===== src/rtl/bus_arb_pkg.sv =====
// bus_arb_pkg: shared state/owner encodings and the default hold limit for bus_arbiter.
package bus_arb_pkg;
  typedef enum logic [1:0] {
    IDLE = 2'b00,
    GNT1 = 2'b01,
    GNT2 = 2'b10,
    TURN = 2'b11
  } state_t;
  typedef enum logic {
    OWN1 = 1'b0,
    OWN2 = 1'b1
  } owner_t;
  localparam int MAX_HOLD_DEF = 16;
endpackage


===== src/rtl/arb_hold_timer.sv =====
// arb_hold_timer: saturating 8-bit grant-hold counter that flags the last allowed hold cycle.
import bus_arb_pkg::*;
module arb_hold_timer #(
  parameter int MAX_HOLD = MAX_HOLD_DEF
) (
  input  logic clk,
  input  logic rst,
  input  logic clr,
  input  logic en,
  output logic expired
);
  logic [7:0] cnt;
  always_ff @(posedge clk or negedge rst) begin
    if (!rst) cnt <= '0;
    else if (clr) cnt <= '0;
    else if (en && cnt != 8'hff) cnt <= cnt + 8'd1;
  end
  assign expired = cnt == 8'(MAX_HOLD - 1);
endmodule


===== src/rtl/bus_arbiter.sv =====
// bus_arbiter: two-master round-robin bus arbiter with a one-cycle turnaround between owners.
// Define BUS_ARB_TIMEOUT_EN to force release after MAX_HOLD cycles when the other master waits.
import bus_arb_pkg::*;
module bus_arbiter #(
  parameter int MAX_HOLD = MAX_HOLD_DEF
) (
  input  logic clk,
  input  logic rst,
  input  logic busreq_1,
  input  logic busreq_2,
  input  logic read_write_1,
  input  logic read_write_2,
  output logic grant_1,
  output logic grant_2,
  output logic bus_rw,
  output logic bus_busy,
  output logic timeout
);
  if (MAX_HOLD < 2 || MAX_HOLD > 255) begin : g_bad_hold
    $error("MAX_HOLD must be within 2..255");
  end
  state_t state, nxt;
  owner_t last, nxt_last;
  logic   expired, force_rel, in_gnt;
  assign in_gnt = state == GNT1 || state == GNT2;
`ifdef BUS_ARB_TIMEOUT_EN
  arb_hold_timer #(.MAX_HOLD(MAX_HOLD)) u_timer (
    .clk    (clk),
    .rst    (rst),
    .clr    (!in_gnt),
    .en     (in_gnt),
    .expired(expired)
  );
`else
  assign expired = 1'b0;
`endif
  always_comb begin
    nxt       = state;
    nxt_last  = last;
    force_rel = 1'b0;
    case (state)
      GNT1: begin
        force_rel = busreq_1 && busreq_2 && expired;
        if (!busreq_1 || force_rel) begin
          nxt      = TURN;
          nxt_last = OWN1;
        end
      end
      GNT2: begin
        force_rel = busreq_2 && busreq_1 && expired;
        if (!busreq_2 || force_rel) begin
          nxt      = TURN;
          nxt_last = OWN2;
        end
      end
      default: begin
        // IDLE and TURN: on a tie the master that did not own the bus last wins
        if (busreq_1 && busreq_2) nxt = (last == OWN2) ? GNT1 : GNT2;
        else if (busreq_1) nxt = GNT1;
        else if (busreq_2) nxt = GNT2;
        else nxt = IDLE;
      end
    endcase
  end
  always_ff @(posedge clk or negedge rst) begin
    if (!rst) begin
      state   <= IDLE;
      last    <= OWN2;
      grant_1 <= 1'b0;
      grant_2 <= 1'b0;
      timeout <= 1'b0;
    end else begin
      state   <= nxt;
      last    <= nxt_last;
      grant_1 <= nxt == GNT1;
      grant_2 <= nxt == GNT2;
      timeout <= force_rel;
    end
  end
  assign bus_rw   = grant_1 ? read_write_1 : grant_2 ? read_write_2 : 1'b0;
  assign bus_busy = grant_1 | grant_2;
endmodule

===== config.mk =====
export PLATFORM = sky130hd
export DESIGN_NAME = bus_arbiter
export DESIGN_NICKNAME = d
export VERILOG_FILES = /design/src/rtl/bus_arb_pkg.sv /design/src/rtl/arb_hold_timer.sv /design/src/rtl/bus_arbiter.sv
export SDC_FILE = /design/constraint.sdc
export NUM_CORES = 1
export LEC_CHECK = 0
export BUFFER_PORTS_ARGS = -buffer_cell sky130_fd_sc_hd__buf_2
export CAP_MARGIN = 40
export CORE_AREA = 2 2 39 41
export CTS_BUF_LIST = sky130_fd_sc_hd__clkbuf_8
export CTS_CLUSTER_SIZE = 10
export DETAILED_ROUTE_END_ITERATION = 10
export DIE_AREA = 0 0 41 43
export GPL_TIMING_DRIVEN = 0
export PLACE_DENSITY = 0.48
export SETUP_SLACK_MARGIN = 0.5
export SLEW_MARGIN = 25
export SYNTH_ARGS = -nofsm -noshare
export SYNTH_HDL_FRONTEND = slang
export SYNTH_SLANG_ARGS = --single-unit

===== constraint.sdc =====
create_clock -name clk -period 1.5 [get_ports clk]
set_clock_uncertainty 0.1 [all_clocks]
set_input_delay 0.075 -clock clk [delete_from_list [all_inputs] [get_ports clk]]
set_output_delay 0.075 -clock clk [all_outputs]
set_load 0.05 [all_outputs]

* After elaboration in Yosys (flattened, before gate mapping)
Index checks and enable logic that the tools add are counted.
Cells by class: eq/ne operators 6, muxes and demuxes 12, bitwise gates (word level) 1, reductions and logical operators 3
Operator list (count):
- $mux 2 | 6
- $eq 2x1->1 const B | 2
- $eq 2x2->1 const B | 2
- $mux 1 | 4
- $ne 2x2->1 const B | 2
- $pmux 2 s2 | 1
- $reduce_and 3->1 | 1
- $pmux 1 s2 | 1
- $reduce_bool 2->1 | 1
- $logic_and 1x1->1 | 1
- $or 1x1->1 | 1
Storage, ports and cells: register bits after elaboration 5, input port bits 6, output and inout port bits 5

* Depth between registers and ports, before layout
word-level depth 5, mapped depth 5, depth with buffers taken out 5

* Worst setup path before layout
OpenSTA, ideal clock, no wires.
kind reg-to-output, start register grant_2, end output port bus_rw, arrival 1808 ps, slack -483 ps, cell stages (with the launch flop) 3, cells stage by stage dfrtp_1 nand2_1 o21ai_0
Between the ends: longest elaborated chain between the ends 2
RTL lines:
- start: declaration | line bus_arbiter.sv:14 | output logic grant_2,
- start signal: assignment | line bus_arbiter.sv:70 | grant_2 <= 1'b0;
- start signal: assignment | line bus_arbiter.sv:76 | grant_2 <= nxt == GNT2;
- $mux 1 (2 in a row) | line bus_arbiter.sv:80 | assign bus_rw = grant_1 ? read_write_1 : grant_2 ? read_write_2 : 1'b0;
- end: declaration | line bus_arbiter.sv:15 | output logic bus_rw,
No other way between the ends.

* Worst setup path after layout
start register state[0], end register grant_2
Between the ends: longest elaborated chain between the ends 3
RTL lines:
- start: declaration | line bus_arbiter.sv:22 | state_t state, nxt;
- start signal: assignment | line bus_arbiter.sv:73 | state <= nxt;
- $eq 2x2->1, or another cell as far along | line bus_arbiter.sv:41 | case (state)
- $pmux 2 s2 * | line bus_arbiter.sv:41
- $eq 2x2->1 * | line bus_arbiter.sv:76
Mark *: on every way between the ends. The rest lies on a longest branch, timed or not. A chain may end at the register's enable or synchronous reset.

==> flow_summary.html <==
<table>
<tr><th>Metric</th><th>Value</th></tr>
<tr><th colspan="2">Floorplanning</th></tr>
<tr><td>Initial Util</td><td>about a quarter</td></tr>
<tr><td>Number of I/O pins</td><td>11</td></tr>
<tr><td>Placeable core area</td><td>1384 um^2</td></tr>
<tr><td>Placement row count</td><td>14</td></tr>
<tr><td>Die Ht</td><td>43 um</td></tr>
<tr><td>Width of the chip</td><td>41 um</td></tr>
<tr><td>Area of the die</td><td>roughly 1800 um^2</td></tr>
<tr><th colspan="2">Synth</th></tr>
<tr><td>Dominant cell type by area after synthesis</td><td>dfrtp_1</td></tr>
<tr><td>Cells after synthesis</td><td>35</td></tr>
<tr><td>Sequential area share after synthesis</td><td>around 37%</td></tr>
<tr><td>Top FF cell, synth</td><td>dfrtp_1</td></tr>
<tr><td>Cells taking the most area after synthesis</td><td>dfrtp_1 30%, ha_1 11%, a2111oi_4 8.1%</td></tr>
<tr><td>Number of storage elements in the synthesis netlist</td><td>5</td></tr>
<tr><td>Post-synth top area share</td><td>29.63%</td></tr>
<tr><td>Warning count from the yosys run</td><td>0</td></tr>
<tr><td>Async S/R FF share, synth</td><td>100.0%</td></tr>
<tr><td>Synthesized Nets</td><td>44</td></tr>
<tr><td>Post-synth design cell area</td><td>337.8 um^2</td></tr>
<tr><td>Number of synthesized flops with an enable pin</td><td>0</td></tr>
<tr><td>Avg Cell Area, Syn</td><td>9.652 um^2</td></tr>
<tr><td>Post-synthesis cell type count</td><td>20</td></tr>
<tr><th colspan="2">Clock network</th></tr>
<tr><td>Clock slew at reported path FFs</td><td>~0.04 ns</td></tr>
<tr><td>Master cell of the clock root buffer</td><td>clkbuf_8</td></tr>
<tr><td>CTS HTree Levels</td><td>1</td></tr>
<tr><td>CTS Buf Count</td><td>3</td></tr>
<tr><td>Clock tree sinks</td><td>5</td></tr>
<tr><td>Number of buffers between clock root and the deepest sink</td><td>2</td></tr>
<tr><td>Insertion delay to the later sink of the worst-skew pair</td><td>0.22 ns</td></tr>
<tr><td>TritonCTS clock tree</td><td>yes</td></tr>
<tr><th colspan="2">Setup path</th></tr>
<tr><td>R2R Setup Slk</td><td>-0.04 ns</td></tr>
<tr><td>Arrival @ worst endpoint</td><td>roughly 1.6 ns</td></tr>
<tr><td>Nature of the critical path endpoint</td><td>flip-flop</td></tr>
<tr><td>Crit Reg-Reg Startpoint</td><td>state[0]</td></tr>
<tr><td>Crit path kind</td><td>reg2reg</td></tr>
<tr><td>Endpoint of the worst-slack reg-to-reg timing path</td><td>grant_2</td></tr>
<tr><td>Worst R2R Path Depth</td><td>5</td></tr>
<tr><td>CP Max Fanout</td><td>3</td></tr>
<tr><td>Setup crit start kind</td><td>flip-flop</td></tr>
<tr><td>CP required</td><td>about 1.6 ns</td></tr>
<tr><th colspan="2">Status</th></tr>
<tr><td>Outcome</td><td>finished with violations</td></tr>
<tr><td>Violations in the final reports</td><td>negative setup slack</td></tr>
<tr><th colspan="2">Final layout</th></tr>
<tr><td>Antenna diodes</td><td>0</td></tr>
<tr><td>Ratio of cells with drive above 1 in the final layout</td><td>59.26%</td></tr>
<tr><td>Relative area change from synthesis to final layout</td><td>73.70%</td></tr>
<tr><td>Most frequent standard cell in the layout excluding fill and tap cells</td><td>buf_4</td></tr>
<tr><td>Filler cell count in the final layout</td><td>139</td></tr>
<tr><td>Count of placed standard cells in the final layout, fillers left out</td><td>70</td></tr>
<tr><td>Count of nets after finishing</td><td>64</td></tr>
<tr><td>Commonest non-fill, non-tap cells in the layout</td><td>6 x buf_4, 5 x buf_2, 3 x inv_2, 3 x inv_1, 3 x clkbuf_8</td></tr>
<tr><th colspan="2">Pwr</th></tr>
<tr><td>Cell Pwr Density</td><td>between 2000 and 3000 nW/um^2</td></tr>
<tr><td>Max rail drop VDD</td><td>0.0008913 V</td></tr>
<tr><td>Share of total power in sequential cells</td><td>between 10% and 20%</td></tr>
<tr><td>Power Internal</td><td>943.5 uW</td></tr>
<tr><td>Net Sw Power</td><td>about 700 uW</td></tr>
<tr><td>Gate power share</td><td>about two thirds</td></tr>
<tr><td>Switching power as a share of total power</td><td>41.95%</td></tr>
<tr><td>Part of the total power dissipated in the clock network</td><td>roughly 15%</td></tr>
<tr><td>Total power after layout</td><td>1.625 mW</td></tr>
<tr><td>Static leakage</td><td>roughly 0.27 nW</td></tr>
<tr><th colspan="2">Drt</th></tr>
<tr><td>Number of violations reported at the end of detailed-routing iteration 0</td><td>5</td></tr>
<tr><td>DR vias</td><td>310</td></tr>
<tr><td>Via density per instance</td><td>4.429</td></tr>
<tr><td>Wire length reported by the detailed router</td><td>702 um</td></tr>
<tr><td>Post-route DRC</td><td>0</td></tr>
<tr><td>Detailed-route wire length per cell</td><td>10.03 um</td></tr>
<tr><td>Number of iterations in the first detailed-routing pass</td><td>4</td></tr>
<tr><td>Residual antenna-violating net count after detailed routing</td><td>0</td></tr>
<tr><th colspan="2">STA</th></tr>
<tr><td>Max Slew Vio Count</td><td>0</td></tr>
<tr><td>Max Clock Freq</td><td>0.6512 GHz</td></tr>
<tr><td>Shortest period the worst path allows</td><td>between 1.5 and 2 ns</td></tr>
<tr><td>Share of the clock period used by the worst path</td><td>102.4%</td></tr>
<tr><td>Unrepaired setup endpoints after global routing</td><td>true</td></tr>
<tr><td>Final hold viol count</td><td>0</td></tr>
<tr><td>Final Setup Violations</td><td>1</td></tr>
<tr><td>Min setup slack post-route</td><td>-0.03552 ns</td></tr>
<tr><th colspan="2">Placed design</th></tr>
<tr><td>DP Wirelength</td><td>about 480 um</td></tr>
<tr><td>Inst Count DP</td><td>60</td></tr>
<tr><td>Weighted congestion at the end of routability-driven global placement</td><td>just under 0.7</td></tr>
<tr><td>Buffers on Ports</td><td>9</td></tr>
<tr><th colspan="2">Global route</th></tr>
<tr><td>GRT Residual Overflow</td><td>0</td></tr>
<tr><td>Pin count of the biggest net entering global routing</td><td>7</td></tr>
<tr><td>Number of global-route vias before repair</td><td>296</td></tr>
<tr><td>Wire length of the first global-routing pass</td><td>1152 um</td></tr>
<tr><td>Total routing resource utilization after global routing</td><td>10.19%</td></tr>
<tr><td>Number of antenna violations at the first check in global routing</td><td>0</td></tr>
<tr><th colspan="2">Run</th></tr>
<tr><td>Number of violations of the max-capacitance limit</td><td>0</td></tr>
<tr><th colspan="2">Min path</th></tr>
<tr><td>Hold WC Path Type</td><td>in2async</td></tr>
</table>
## kinds of logic after synthesis
family                   after synthesis  synth area share [%]
AO/OA/AOI/OAI                         13                 31.85
adder cells (fa/ha/maj)                3                 11.11
buffers and inverters                  6                 7.779
flip-flops                             5                 37.41
other                                  1                 1.110
AND/OR/NAND/NOR                        7                 10.74
## synth_stat cells (2+ instances only)
| cell | count |
|---|---|
| o21ai_0 | 3 |
| a211oi_1 | 2 |
| inv_1 | 5 |
| ha_1 | 3 |
| nand2b_1 | 2 |
| nand2_1 | 2 |
| dfrtp_1 | 4 |
| a21oi_1 | 2 |
## per-stage QoR
step | setup WS, ns | TNS (ns) | hold slack (ns) | instance area (um^2) | utilization [%]
after global routing | -0.1012 | -0.1865 | 0.1260 | 586.8 | 42.41
after floorplan | 0.04209 | 0 | -0.3206 | 365.4 | -
after global placement | -0.06289 | -0.1155 | -0.2031 | 430.4 | 31.10
final | -0.03552 | -0.03552 | 0.1068 | 586.8 | 42.41
after detailed placement | -0.05613 | -0.08666 | -0.2026 | 430.4 | 31.10
after CTS | -0.02386 | -0.02386 | 0.1041 | 555.5 | 40.14
## registers in the layout (all words and copies together), names as in the netlist
name	count
grant_2	1
grant_1	1
state	2
last	1
## worst max-delay path, stage by stage, from the launching register on
cell and delay [ns]:
dfrtp_2 0.40, inv_2 0.06, ha_4 0.17, o21a_1 0.21
a2111oi_4 0.34, a31o_1 0.20
## worst max-delay path by stage
stage | from | end | slack (ns) | cells past startpoint
after floorplan | state[0] | grant_2 | 0.04 | 5
after global placement | state[0] | grant_2 | -0.06 | 5
after detailed placement | state[0] | grant_2 | -0.06 | 5
after CTS | state[0] | grant_2 | -0.02 | 5
after global routing | state[0] | grant_2 | -0.10 | 5
final | state[0] | grant_2 | -0.04 | 5
## power groups by stage
stage | combinational [mW] | clock, mW | sequential (mW)
detailed placement | 0.793 | 0 | 0.285
floorplan | 0.586 | 0 | 0.359
global route | 1.17 | 0.261 | 0.312
CTS | 0.977 | 0.248 | 0.301
global placement | 0.801 | 0 | 0.287
finish | 1.08 | 0.242 | 0.300
## layer usage
layer | part of all wire, % | up-vias | global-route usage, %
met5 | 0 | - | 0
li1 | - | 156 | -
met4 | 2.1 | 0 | 8.000
met2 | 51 | 12 | 15.31
met3 | 7.1 | 2 | 3.141
met1 | 39 | 140 | 11.11
## repair_timing
item / CTS / global route
hold endpoints to repair: 5 / 0
resized for setup: 13 / 3
pin swaps: 5 / 2
setup buffers: 2 / 3
endpoints found under the setup margin: 9 / 7
hold buffers: 1 / 0
## area by class of cell
type | instances | area (um^2) | area share, %
plain buffers | 1 | 7.507 | 1.279
clock buffers | 3 | 41.29 | 7.036
clock inverters | 1 | 3.754 | 0.6397
inverters | 5 | 18.77 | 3.198
multi-input cells | 24 | 232.7 | 39.66
flip-flops and latches | 5 | 128.9 | 21.96
well taps | 16 | 20.02 | 3.412
repair buffers | 15 | 133.9 | 22.81
(Power assumes the default switching activity.)
